$ cat config.mk
export PLATFORM = sky130hd
export DESIGN_NAME = load_store_unit
export DESIGN_NICKNAME = d
export VERILOG_FILES = /design/src/rtl/load_store_unit.sv
export SDC_FILE = /design/constraint.sdc
export NUM_CORES = 1
export LEC_CHECK = 0
export ABC_CLOCK_PERIOD_IN_PS = 5750
export CAP_MARGIN = 20
export CORE_MARGIN = 3
export CORE_UTILIZATION = 35
export DETAILED_ROUTE_END_ITERATION = 10
export PLACE_DENSITY = 0.72
export SKIP_CTS_REPAIR_TIMING = 1
export SLEW_MARGIN = 15
export SYNTH_ARGS = -nofsm -noshare
export SYNTH_HDL_FRONTEND = slang
export SYNTH_SLANG_ARGS = --single-unit
export TNS_END_PERCENT = 10
$ cat constraint.sdc
create_clock -name clk -period 5.75 [get_ports clk]
set_input_delay 1.15 -clock clk [delete_from_list [all_inputs] [get_ports clk]]
set_output_delay 1.15 -clock clk [all_outputs]
set_load 0.03 [all_outputs]
$ cat src/rtl/load_store_unit.sv
// Memory-access stage: runs one data-memory transaction at a time over a
// req/gnt/rvalid bus and returns aligned, extended load data or an error code.
module load_store_unit #(
  parameter int unsigned MAX_WAIT = 255
) (
  input  logic        clk,
  input  logic        rst_n,
  input  logic        ex_valid,
  output logic        ex_ready,
  input  logic        ex_load,
  input  logic        ex_store,
  input  logic [2:0]  ex_funct3,
  input  logic [31:0] ex_addr,
  input  logic [31:0] ex_wdata,
  input  logic [4:0]  ex_rd,
  output logic        dmem_req,
  output logic        dmem_we,
  output logic [3:0]  dmem_be,
  output logic [31:0] dmem_addr,
  output logic [31:0] dmem_wdata,
  input  logic        dmem_gnt,
  input  logic        dmem_rvalid,
  input  logic [31:0] dmem_rdata,
  output logic        wb_valid,
  output logic        wb_we,
  output logic [4:0]  wb_rd,
  output logic [31:0] wb_data,
  output logic [1:0]  wb_err
);

  typedef enum logic [1:0] {S_IDLE, S_REQ, S_WAIT, S_RESP} state_e;

  localparam logic [1:0] ERR_OK       = 2'b00;
  localparam logic [1:0] ERR_MISALIGN = 2'b01;
  localparam logic [1:0] ERR_FUNCT3   = 2'b10;
  localparam logic [1:0] ERR_TIMEOUT  = 2'b11;

  state_e      state_q, state_d;
  logic [15:0] cnt_q, cnt_d;
  logic [1:0]  off_q, off_d;
  logic [2:0]  f3_q, f3_d;
  logic [4:0]  rd_q, rd_d;

  logic        dmem_req_q, dmem_req_d;
  logic        dmem_we_q, dmem_we_d;
  logic [3:0]  dmem_be_q, dmem_be_d;
  logic [31:0] dmem_addr_q, dmem_addr_d;
  logic [31:0] dmem_wdata_q, dmem_wdata_d;
  logic        wb_valid_q, wb_valid_d;
  logic        wb_we_q, wb_we_d;
  logic [4:0]  wb_rd_q, wb_rd_d;
  logic [31:0] wb_data_q, wb_data_d;
  logic [1:0]  wb_err_q, wb_err_d;

  logic [16:0] cnt_inc;
  logic        timeout;

  function automatic logic f3_illegal(input logic is_ld, input logic [2:0] f3);
    if (is_ld) return (f3 == 3'd3) || (f3 == 3'd6) || (f3 == 3'd7);
    return f3 > 3'd2;
  endfunction

  function automatic logic misaligned(input logic [1:0] sz, input logic [1:0] a);
    case (sz)
      2'd1:    return a[0];
      2'd2:    return a != 2'b00;
      default: return 1'b0;
    endcase
  endfunction

  function automatic logic [3:0] store_be(input logic [1:0] sz, input logic [1:0] a);
    case (sz)
      2'd0:    return 4'b0001 << a;
      2'd1:    return 4'b0011 << a;
      default: return 4'b1111;
    endcase
  endfunction

  function automatic logic [31:0] store_data(input logic [1:0] sz, input logic [31:0] w);
    case (sz)
      2'd0:    return {4{w[7:0]}};
      2'd1:    return {2{w[15:0]}};
      default: return w;
    endcase
  endfunction

  function automatic logic [31:0] load_extract(input logic [31:0] rdata,
                                               input logic [1:0] a,
                                               input logic [2:0] f3);
    logic [31:0] s;
    s = rdata >> {a, 3'b000};
    case (f3)
      3'd0:    return {{24{s[7]}}, s[7:0]};
      3'd4:    return {24'b0, s[7:0]};
      3'd1:    return {{16{s[15]}}, s[15:0]};
      3'd5:    return {16'b0, s[15:0]};
      default: return s;
    endcase
  endfunction

  assign ex_ready = (state_q == S_IDLE);
  assign cnt_inc  = {1'b0, cnt_q} + 17'd1;
  assign timeout  = cnt_inc >= 17'(MAX_WAIT);

  always_comb begin
    state_d      = state_q;
    cnt_d        = cnt_q;
    off_d        = off_q;
    f3_d         = f3_q;
    rd_d         = rd_q;
    dmem_req_d   = dmem_req_q;
    dmem_we_d    = dmem_we_q;
    dmem_be_d    = dmem_be_q;
    dmem_addr_d  = dmem_addr_q;
    dmem_wdata_d = dmem_wdata_q;
    wb_valid_d   = 1'b0;
    wb_we_d      = 1'b0;
    wb_rd_d      = 5'd0;
    wb_data_d    = 32'd0;
    wb_err_d     = ERR_OK;

    case (state_q)
      S_IDLE: begin
        if (ex_valid) begin
          off_d = ex_addr[1:0];
          f3_d  = ex_funct3;
          rd_d  = ex_rd;
          // Both flags set is treated as a load, so ex_load alone decides direction.
          if (!ex_load && !ex_store) begin
            state_d    = S_RESP;
            wb_valid_d = 1'b1;
            wb_rd_d    = ex_rd;
          end else if (f3_illegal(ex_load, ex_funct3)) begin
            state_d    = S_RESP;
            wb_valid_d = 1'b1;
            wb_rd_d    = ex_rd;
            wb_err_d   = ERR_FUNCT3;
          end else if (misaligned(ex_funct3[1:0], ex_addr[1:0])) begin
            state_d    = S_RESP;
            wb_valid_d = 1'b1;
            wb_rd_d    = ex_rd;
            wb_err_d   = ERR_MISALIGN;
          end else begin
            state_d      = S_REQ;
            cnt_d        = 16'd0;
            dmem_req_d   = 1'b1;
            dmem_we_d    = !ex_load;
            dmem_addr_d  = {ex_addr[31:2], 2'b00};
            dmem_be_d    = ex_load ? 4'b1111 : store_be(ex_funct3[1:0], ex_addr[1:0]);
            dmem_wdata_d = ex_load ? 32'd0 : store_data(ex_funct3[1:0], ex_wdata);
          end
        end
      end
      S_REQ, S_WAIT: begin
        cnt_d = cnt_inc[15:0];
        // Timeout wins over a same-cycle gnt/rvalid so the bound is exact.
        if (timeout) begin
          state_d    = S_RESP;
          dmem_req_d = 1'b0;
          wb_valid_d = 1'b1;
          wb_rd_d    = rd_q;
          wb_err_d   = ERR_TIMEOUT;
        end else if (state_q == S_REQ) begin
          if (dmem_gnt) begin
            state_d    = S_WAIT;
            dmem_req_d = 1'b0;
          end
        end else if (dmem_rvalid) begin
          state_d    = S_RESP;
          wb_valid_d = 1'b1;
          wb_rd_d    = rd_q;
          if (!dmem_we_q) begin
            wb_data_d = load_extract(dmem_rdata, off_q, f3_q);
            wb_we_d   = (rd_q != 5'd0);
          end
        end
      end
      S_RESP:  state_d = S_IDLE;
      default: state_d = S_IDLE;
    endcase
  end

  always_ff @(posedge clk or negedge rst_n) begin
    if (!rst_n) begin
      state_q      <= S_IDLE;
      cnt_q        <= 16'd0;
      off_q        <= 2'd0;
      f3_q         <= 3'd0;
      rd_q         <= 5'd0;
      dmem_req_q   <= 1'b0;
      dmem_we_q    <= 1'b0;
      dmem_be_q    <= 4'd0;
      dmem_addr_q  <= 32'd0;
      dmem_wdata_q <= 32'd0;
      wb_valid_q   <= 1'b0;
      wb_we_q      <= 1'b0;
      wb_rd_q      <= 5'd0;
      wb_data_q    <= 32'd0;
      wb_err_q     <= 2'd0;
    end else begin
      state_q      <= state_d;
      cnt_q        <= cnt_d;
      off_q        <= off_d;
      f3_q         <= f3_d;
      rd_q         <= rd_d;
      dmem_req_q   <= dmem_req_d;
      dmem_we_q    <= dmem_we_d;
      dmem_be_q    <= dmem_be_d;
      dmem_addr_q  <= dmem_addr_d;
      dmem_wdata_q <= dmem_wdata_d;
      wb_valid_q   <= wb_valid_d;
      wb_we_q      <= wb_we_d;
      wb_rd_q      <= wb_rd_d;
      wb_data_q    <= wb_data_d;
      wb_err_q     <= wb_err_d;
    end
  end

  assign dmem_req   = dmem_req_q;
  assign dmem_we    = dmem_we_q;
  assign dmem_be    = dmem_be_q;
  assign dmem_addr  = dmem_addr_q;
  assign dmem_wdata = dmem_wdata_q;
  assign wb_valid   = wb_valid_q;
  assign wb_we      = wb_we_q;
  assign wb_rd      = wb_rd_q;
  assign wb_data    = wb_data_q;
  assign wb_err     = wb_err_q;

endmodule

==> After elaboration in Yosys (flattened, before gate mapping) <==
Cells that the tools add are included.
{ "word_totals": {"regBits": 137, "input_bits": 111, "out_inout_bits": 112, "wordCells": 133} }
{ "op_classes": {"addsub": 1, "order_cmp": 2, "eq_ne": 19, "n_shift": 3, "mux": 73, "bitwise": 3, "n_reduce_logical": 17} }
{ "ops": {"columns": ["operator", "n"], "rows": [
  ["32-bit 2-to-1 mux", 6],
  ["32-bit one-hot mux with 4 select lines", 1],
  ["16-bit 2-to-1 mux", 4],
  ["32-bit one-hot mux with 2 select lines", 1],
  ["5-bit 2-to-1 mux", 7],
  ["1-bit 2-to-1 mux", 33],
  ["16-bit one-hot mux with 2 select lines", 1],
  ["32-bit by 5-bit >> shifter with 32-bit output", 1],
  ["2-bit 2-to-1 mux", 12],
  ["16-bit by 1-bit adder with 17-bit output, second input constant", 1],
  ["17-bit by 8-bit >= comparator with 1-bit output, second input constant", 1],
  ["3-bit == test, second input constant", 4],
  ["5-bit one-hot mux with 2 select lines", 1],
  ["5-bit AND reduction", 2],
  ["2-bit inequality test, second input constant", 4],
  ["4-bit inequality test, second input constant", 2],
  ["4-bit one-hot mux with 2 select lines", 1],
  ["7-bit AND reduction", 1],
  ["2-bit == test, second input constant", 3],
  ["3-bit inequality test, second input constant", 2],
  ["1-bit one-hot mux with 2 select lines", 3],
  ["2-bit one-hot mux with 3 select lines", 1],
  ["5-bit nonzero test", 1],
  ["2-bit by 1-bit == test with 1-bit output, second input constant", 2],
  ["17 further kinds", 23]
]} }

==> Longest topological paths before layout <==
{ "depth": {"ltp_word": 18, "mapped_depth": 11, "ltp_nobuf": 8} }

==> Worst setup path after synthesis <==
No wires, ideal clock.
{ "synth_timing": {"path_kind": "in2reg", "startpoint": "input port ex_funct3[0]", "endpoint": "register dmem_wdata_q[13] (netlist: dmem_wdata[13])", "setup_ns": 0.135, "arrival_ns": 2.934, "t_required_ns": 5.615, "slack_ns": 2.682, "cell_stages": 10, "n_path_buf": 3, "cell_sequence": "inv_1 > ha_1 > nor2b_1 > or4b_1 > a211o_1 > buf_2 > buf_2 > buf_1 > nand2_1 > o31ai_1"} }
{ "synth_between": {"elab_chain_len": 10, "elab_cells_between_ends": 24, "classes_between": "order compare: 1; eq/ne: 5; mux: 12; bitwise: 2; reduce/logical: 4"} }
{ "synth_rtl": {"columns": ["element", "line_no", "rtl"], "rows": [
  ["from (decl)", "12", "input logic [2:0] ex_funct3,"],
  ["3-bit by 2-bit == test with 1-bit output or 3-bit == test (tied branches)", "59", "if (is_ld) return (f3 == 3'd3) || (f3 == 3'd6) || (f3 == 3'd7);"],
  ["1-bit logical OR (2 in series)", "59", null],
  ["1-bit 2-to-1 mux", "59", null],
  ["1-bit 2-to-1 mux", "60", "return f3 > 3'd2;"],
  ["1-bit 2-to-1 mux", "129", "if (!ex_load && !ex_store) begin"],
  ["1-bit 2-to-1 mux", "124", "if (ex_valid) begin"],
  ["1-bit 2-to-1 mux", "122", "case (state_q)"],
  ["1-bit inverter (no line)", null, null],
  ["5-bit AND reduction (no line)", null, null],
  ["to (signal assigned)", "210", "dmem_wdata_q <= dmem_wdata_d;"],
  ["to (decl)", "48", "logic [31:0] dmem_wdata_q, dmem_wdata_d;"]
]} }
Several ways; a longest one is shown, not always the timed one. The select of a mux whose other input is x is not followed.
A chain may end at the register's enable or synchronous reset.

==> Worst setup path in the final report <==
{ "layout_timing": {"startpoint": "input port ex_funct3[1]", "endpoint": "register cnt_q[9]"} }
{ "layout_between": {"elab_chain_len": 10, "elab_cells_between_ends": 21, "classes_between": "order compare: 1; eq/ne: 7; mux: 10; reduce/logical: 3"} }
{ "layout_rtl": {"columns": ["element", "line_no", "rtl"], "rows": [
  ["3-bit by 2-bit == test with 1-bit output or 3-bit == test (tied branches)", "59", null],
  ["1-bit logical OR (2 in series)", "59", null],
  ["1-bit 2-to-1 mux", "59", null],
  ["1-bit 2-to-1 mux", "60", null],
  ["1-bit 2-to-1 mux", "129", null],
  ["1-bit 2-to-1 mux", "124", null],
  ["1-bit 2-to-1 mux", "122", null],
  ["2-bit inequality test (no line)", null, null],
  ["5-bit AND reduction (no line) (*)", null, null],
  ["to (signal assigned)", "202", "cnt_q <= cnt_d;"],
  ["to (decl)", "39", "logic [15:0] cnt_q, cnt_d;"]
]} }
Mark *: on every way between the ends. The rest lies on a longest branch, timed or not. The select of a mux whose other input is x is not followed.

==> qor.log <==
[setup_path] highest cell delay on the worst timing path 620 ps
[timing] least setup slack across all paths after layout 1680 ps
[setup_path] worst reg-to-reg path cell count 7
[yosys] largest cells by area after synthesis dfrtp_1, nand2_1, mux2_2
[yosys] flip-flop and latch count after synthesis 137
[detailed_routing] number of detailed-route iterations in the first pass 4
[detailed_routing] DR WL/cell 17.6 um
[timing] final-report max-slew violation count 0
[worst_hold_path] hold path depth 2
[clocking] worst-skew pair later-pin latency 420 ps
[power_and_ir_drop] internal power contribution 2900 uW
[timing] Min Clock Period, post-route 4070 ps
[grt] residual overflow from global routing 0
[place] Post-DP HPWL 13.9 mm
[yosys] mean post-synth cell area 10.1 sq um
[setup_path] Data required, critical path 6070 ps
[grt] via count of the first global-routing pass 5649
[yosys] Post-synth EDFFs 0
[floorplan] DIE AREA 0.0209 sq mm
[floorplan] Top Ports 223
[grt] overall global routing resource usage 18.3%
[timing] ratio of final minimum period to clock period 70.8%
[setup_path] R2R setup slack 2610 ps
[detailed_routing] total vias in the final route 5741
[clocking] master cell of the clock root buffer clkbuf_16
[setup_path] highest-delay cell along the critical path clkdlybuf4s50_1
[yosys] share of synthesized area occupied by flip-flops and latches 51.1%
[floorplan] FP Rows 49
[place] placed insts 1065
[setup_path] WP depth 9
[timing] tightest slew margin relative to the limit 44.3%
[detailed_routing] Final Routed Wirelength 19.3 mm
[clocking] largest buffer count on any clock path 2
[timing] upper clock frequency limit 0.245 GHz
[power_and_ir_drop] power after layout 4970 uW
[setup_path] destination of the worst register-to-register timing path wb_data[5]
[power_and_ir_drop] PD cells 518 mW/mm^2
[setup_path] Critical R2R Launch cnt_q[0]
[power_and_ir_drop] fraction of power spent switching nets 41.6%
[floorplan] Die W 144 um
[place] PortBufs 220
[yosys] share of Yosys cell area claimed by the top area cell type 51.1%
[run_status] status complete, no violations
[yosys] most frequently used cell type in the post-synthesis netlist dfrtp_1
[clocking] CTS clk-pin slew, worst paths 60 ps
[power_and_ir_drop] static leakage power 0.00413 uW
[timing] transition time at the pin with the least slew margin 833 ps
[yosys] Mapped Area 0.00671 sq mm
[worst_hold_path] class of the most critical hold timing path reg2reg
[setup_path] sort of element at the start of the critical path input port
[floorplan] initial core utilization 36.5%
[floorplan] Vert. Die Dim 144 um
[layout] register area 0.00343 sq mm
[layout] final instance count without filler cells 1095
[setup_path] capturing element type of the critical path register
[yosys] count of cell types in the netlist 57
[timing] Total Neg Setup Slack 0 ps
[setup_path] beginning of the critical path ex_funct3[1]
[yosys] most instantiated cells after synthesis dfrtp_1, nand2_1, a21oi_1, o21ai_0, mux2_2
[setup_path] data arrival time of the critical path 4400 ps
[yosys] share of synthesized flip-flops with an asynchronous set or reset 100%
[power_and_ir_drop] fraction of power consumed by sequential logic 30.8%
[grt] wire length of the first global-routing pass 29.7 mm
[worst_hold_path] endpoint of the worst hold-timing path dmem_wdata[14]
[layout] number of antenna diodes 0
[detailed_routing] number of DRC violations after detailed routing 0
[clocking] CTS Buf Count 17
[power_and_ir_drop] switching pwr 2070 uW
[layout] final net count 978
[layout] area of the multi-input gates 0.00301 sq mm
[worst_hold_path] Worst Min Path Start dmem_wdata[14]
[detailed_routing] Avg Vias per Cell 5.24
[setup_path] highest net fanout along the worst path 49
[detailed_routing] Post-DRT Antenna Nets 0
[layout] layout cell share with drive strength beyond 1 9.47%
[yosys] synthesized instance count 661
[timing] final hold violation count 0
[yosys] library cell with the largest summed area after synthesis dfrtp_1
[yosys] Synthesis Warnings 0
[layout] count of filler cells inserted in the layout 1646
[layout] Layout Area Growth over Synthesis 42.9%
[clocking] CTS tree yes
[timing] final setup violation count 0
[floorplan] area of the core 0.0184 sq mm
[timing] unrepaired setup endpoints after global routing no
[setup_path] CP Cell Sequence clkdlybuf4s50_1, inv_1, ha_1, nand2_1, a21boi_0, a211o_4, a21boi_1, o21ai_0, o31ai_1
[power_and_ir_drop] relative contribution of combinational cells to total power 48.1%
[grt] antenna violations before repair 0
[clocking] Num Clock Sinks 137
[setup_path] type of the worst setup path in2reg
[grt] pin count of the biggest net entering global routing 88
[detailed_routing] DRT iter0 DRCs 297
[setup_path] crit path buf inv count 2
[timing] Worst Clk Skew 6.75 ps
[setup_path] cell class contributing the biggest share of worst-path delay compound AO/OA/AOI/OAI gates
[place] routability cong. 0.911
[clocking] H-tree levels 4
[flow_run] maxcap violations 0
[power_and_ir_drop] VDD IR max 0.253 mV
[place] pre-CTS worst setup slack 1280 ps
[yosys] most frequently used flop master after synthesis dfrtp_1
[power_and_ir_drop] power share of the clock group 21.1%
-- kinds of logic after synthesis --
group | count (synthesis) | share of synthesized area, %
XOR/XNOR | 6 | 0.783
buffers and inverters | 63 | 4.22
flip-flops | 137 | 51.1
AO/OA/AOI/OAI | 182 | 18.1
multiplexers | 56 | 8.93
AND/OR/NAND/NOR | 204 | 14.5
other | 1 | 0.0559
adder cells (fa/ha/maj) | 12 | 2.24
-- power by group through the flow --
stage	logic (uW)	clock network [uW]	registers (uW)
after floorplan	912	0	2080
after global placement	2380	0	1530
after detailed placement	2400	0	1540
after CTS	2410	1070	1530
after global routing	2570	1120	1580
final	2390	1050	1530
-- per-stage QoR --
step / cell area [sq um] / hold slack [ps] / util [%]
global placement: 9030 / 460 / 49.1
floorplan: 6710 / 462 / -
CTS: 9580 / 481 / 52.1
global route: 9580 / 504 / 52.1
detailed placement: 9030 / 468 / 49.1
finish: 9580 / 475 / 52.1
-- area by class of cell --
type / instances / area share (%)
multi-input cells: 462 / 31.4
flip-flops and latches: 137 / 35.8
inverters: 11 / 0.431
repair buffers: 226 / 23.6
clock inverters: 13 / 1.38
clock buffers: 17 / 4.44
well taps: 229 / 2.99
-- how the worst max path moves through the flow --
stage	slack, ps	endpoint
final	1680	cnt_q[9]
after global routing	1370	cnt_q[9]
after CTS	1720	cnt_q[9]
after detailed placement	1280	cnt_q[9]
after global placement	1440	cnt_q[10]
after floorplan	2680	dmem_wdata[13]
-- worst reg2reg max path, stage by stage (launching register included) --
cell      delay (ps)
dfrtp_1          450
ha_1             350
nand3_1          190
nor3_1           640
mux2i_1          270
and2_1           310
nand3_2          380
a211oi_1         420
-- state kept, by name (all words and copies together) (netlist names) --
| register | count |
|---|---|
| cnt_q | 16 |
| dmem_addr | 30 |
| dmem_be | 4 |
| dmem_req | 1 |
| dmem_wdata | 32 |
| dmem_we | 1 |
| f3_q | 3 |
| off_q | 2 |
| rd_q | 5 |
| state_q | 2 |
| wb_data | 32 |
| wb_err | 2 |
| wb_rd | 5 |
| wb_valid | 1 |
| wb_we | 1 |
-- per-layer routing --
layer | track usage (%) | share of wire [%] | vias up
li1 | - | - | 2733
met2 | 29.1 | 47 | 243
met3 | 6.98 | 9.4 | 25
met5 | 0 | 0 | -
met1 | 22.8 | 41 | 2740
met4 | 6.73 | 2.3 | 0
-- layout by cell type (no fill, tap or decap), types with 12 or more instances in the layout --
cell type | synthesis | final
a211oi_1 | 15 | 15
a21oi_1 | 38 | 38
a31oi_1 | 12 | 12
clkbuf_16 | 0 | 17
clkdlybuf4s50_1 | 0 | 219
dfrtp_1 | 137 | 137
ha_1 | 12 | 12
mux2_2 | 31 | 31
mux2i_1 | 25 | 25
nand2_1 | 108 | 108
nand2b_1 | 13 | 13
nand3_1 | 12 | 12
nor2_1 | 27 | 27
o21ai_0 | 38 | 38
o31ai_1 | 25 | 25
No activity file was read; power rests on OpenSTA's default activity.
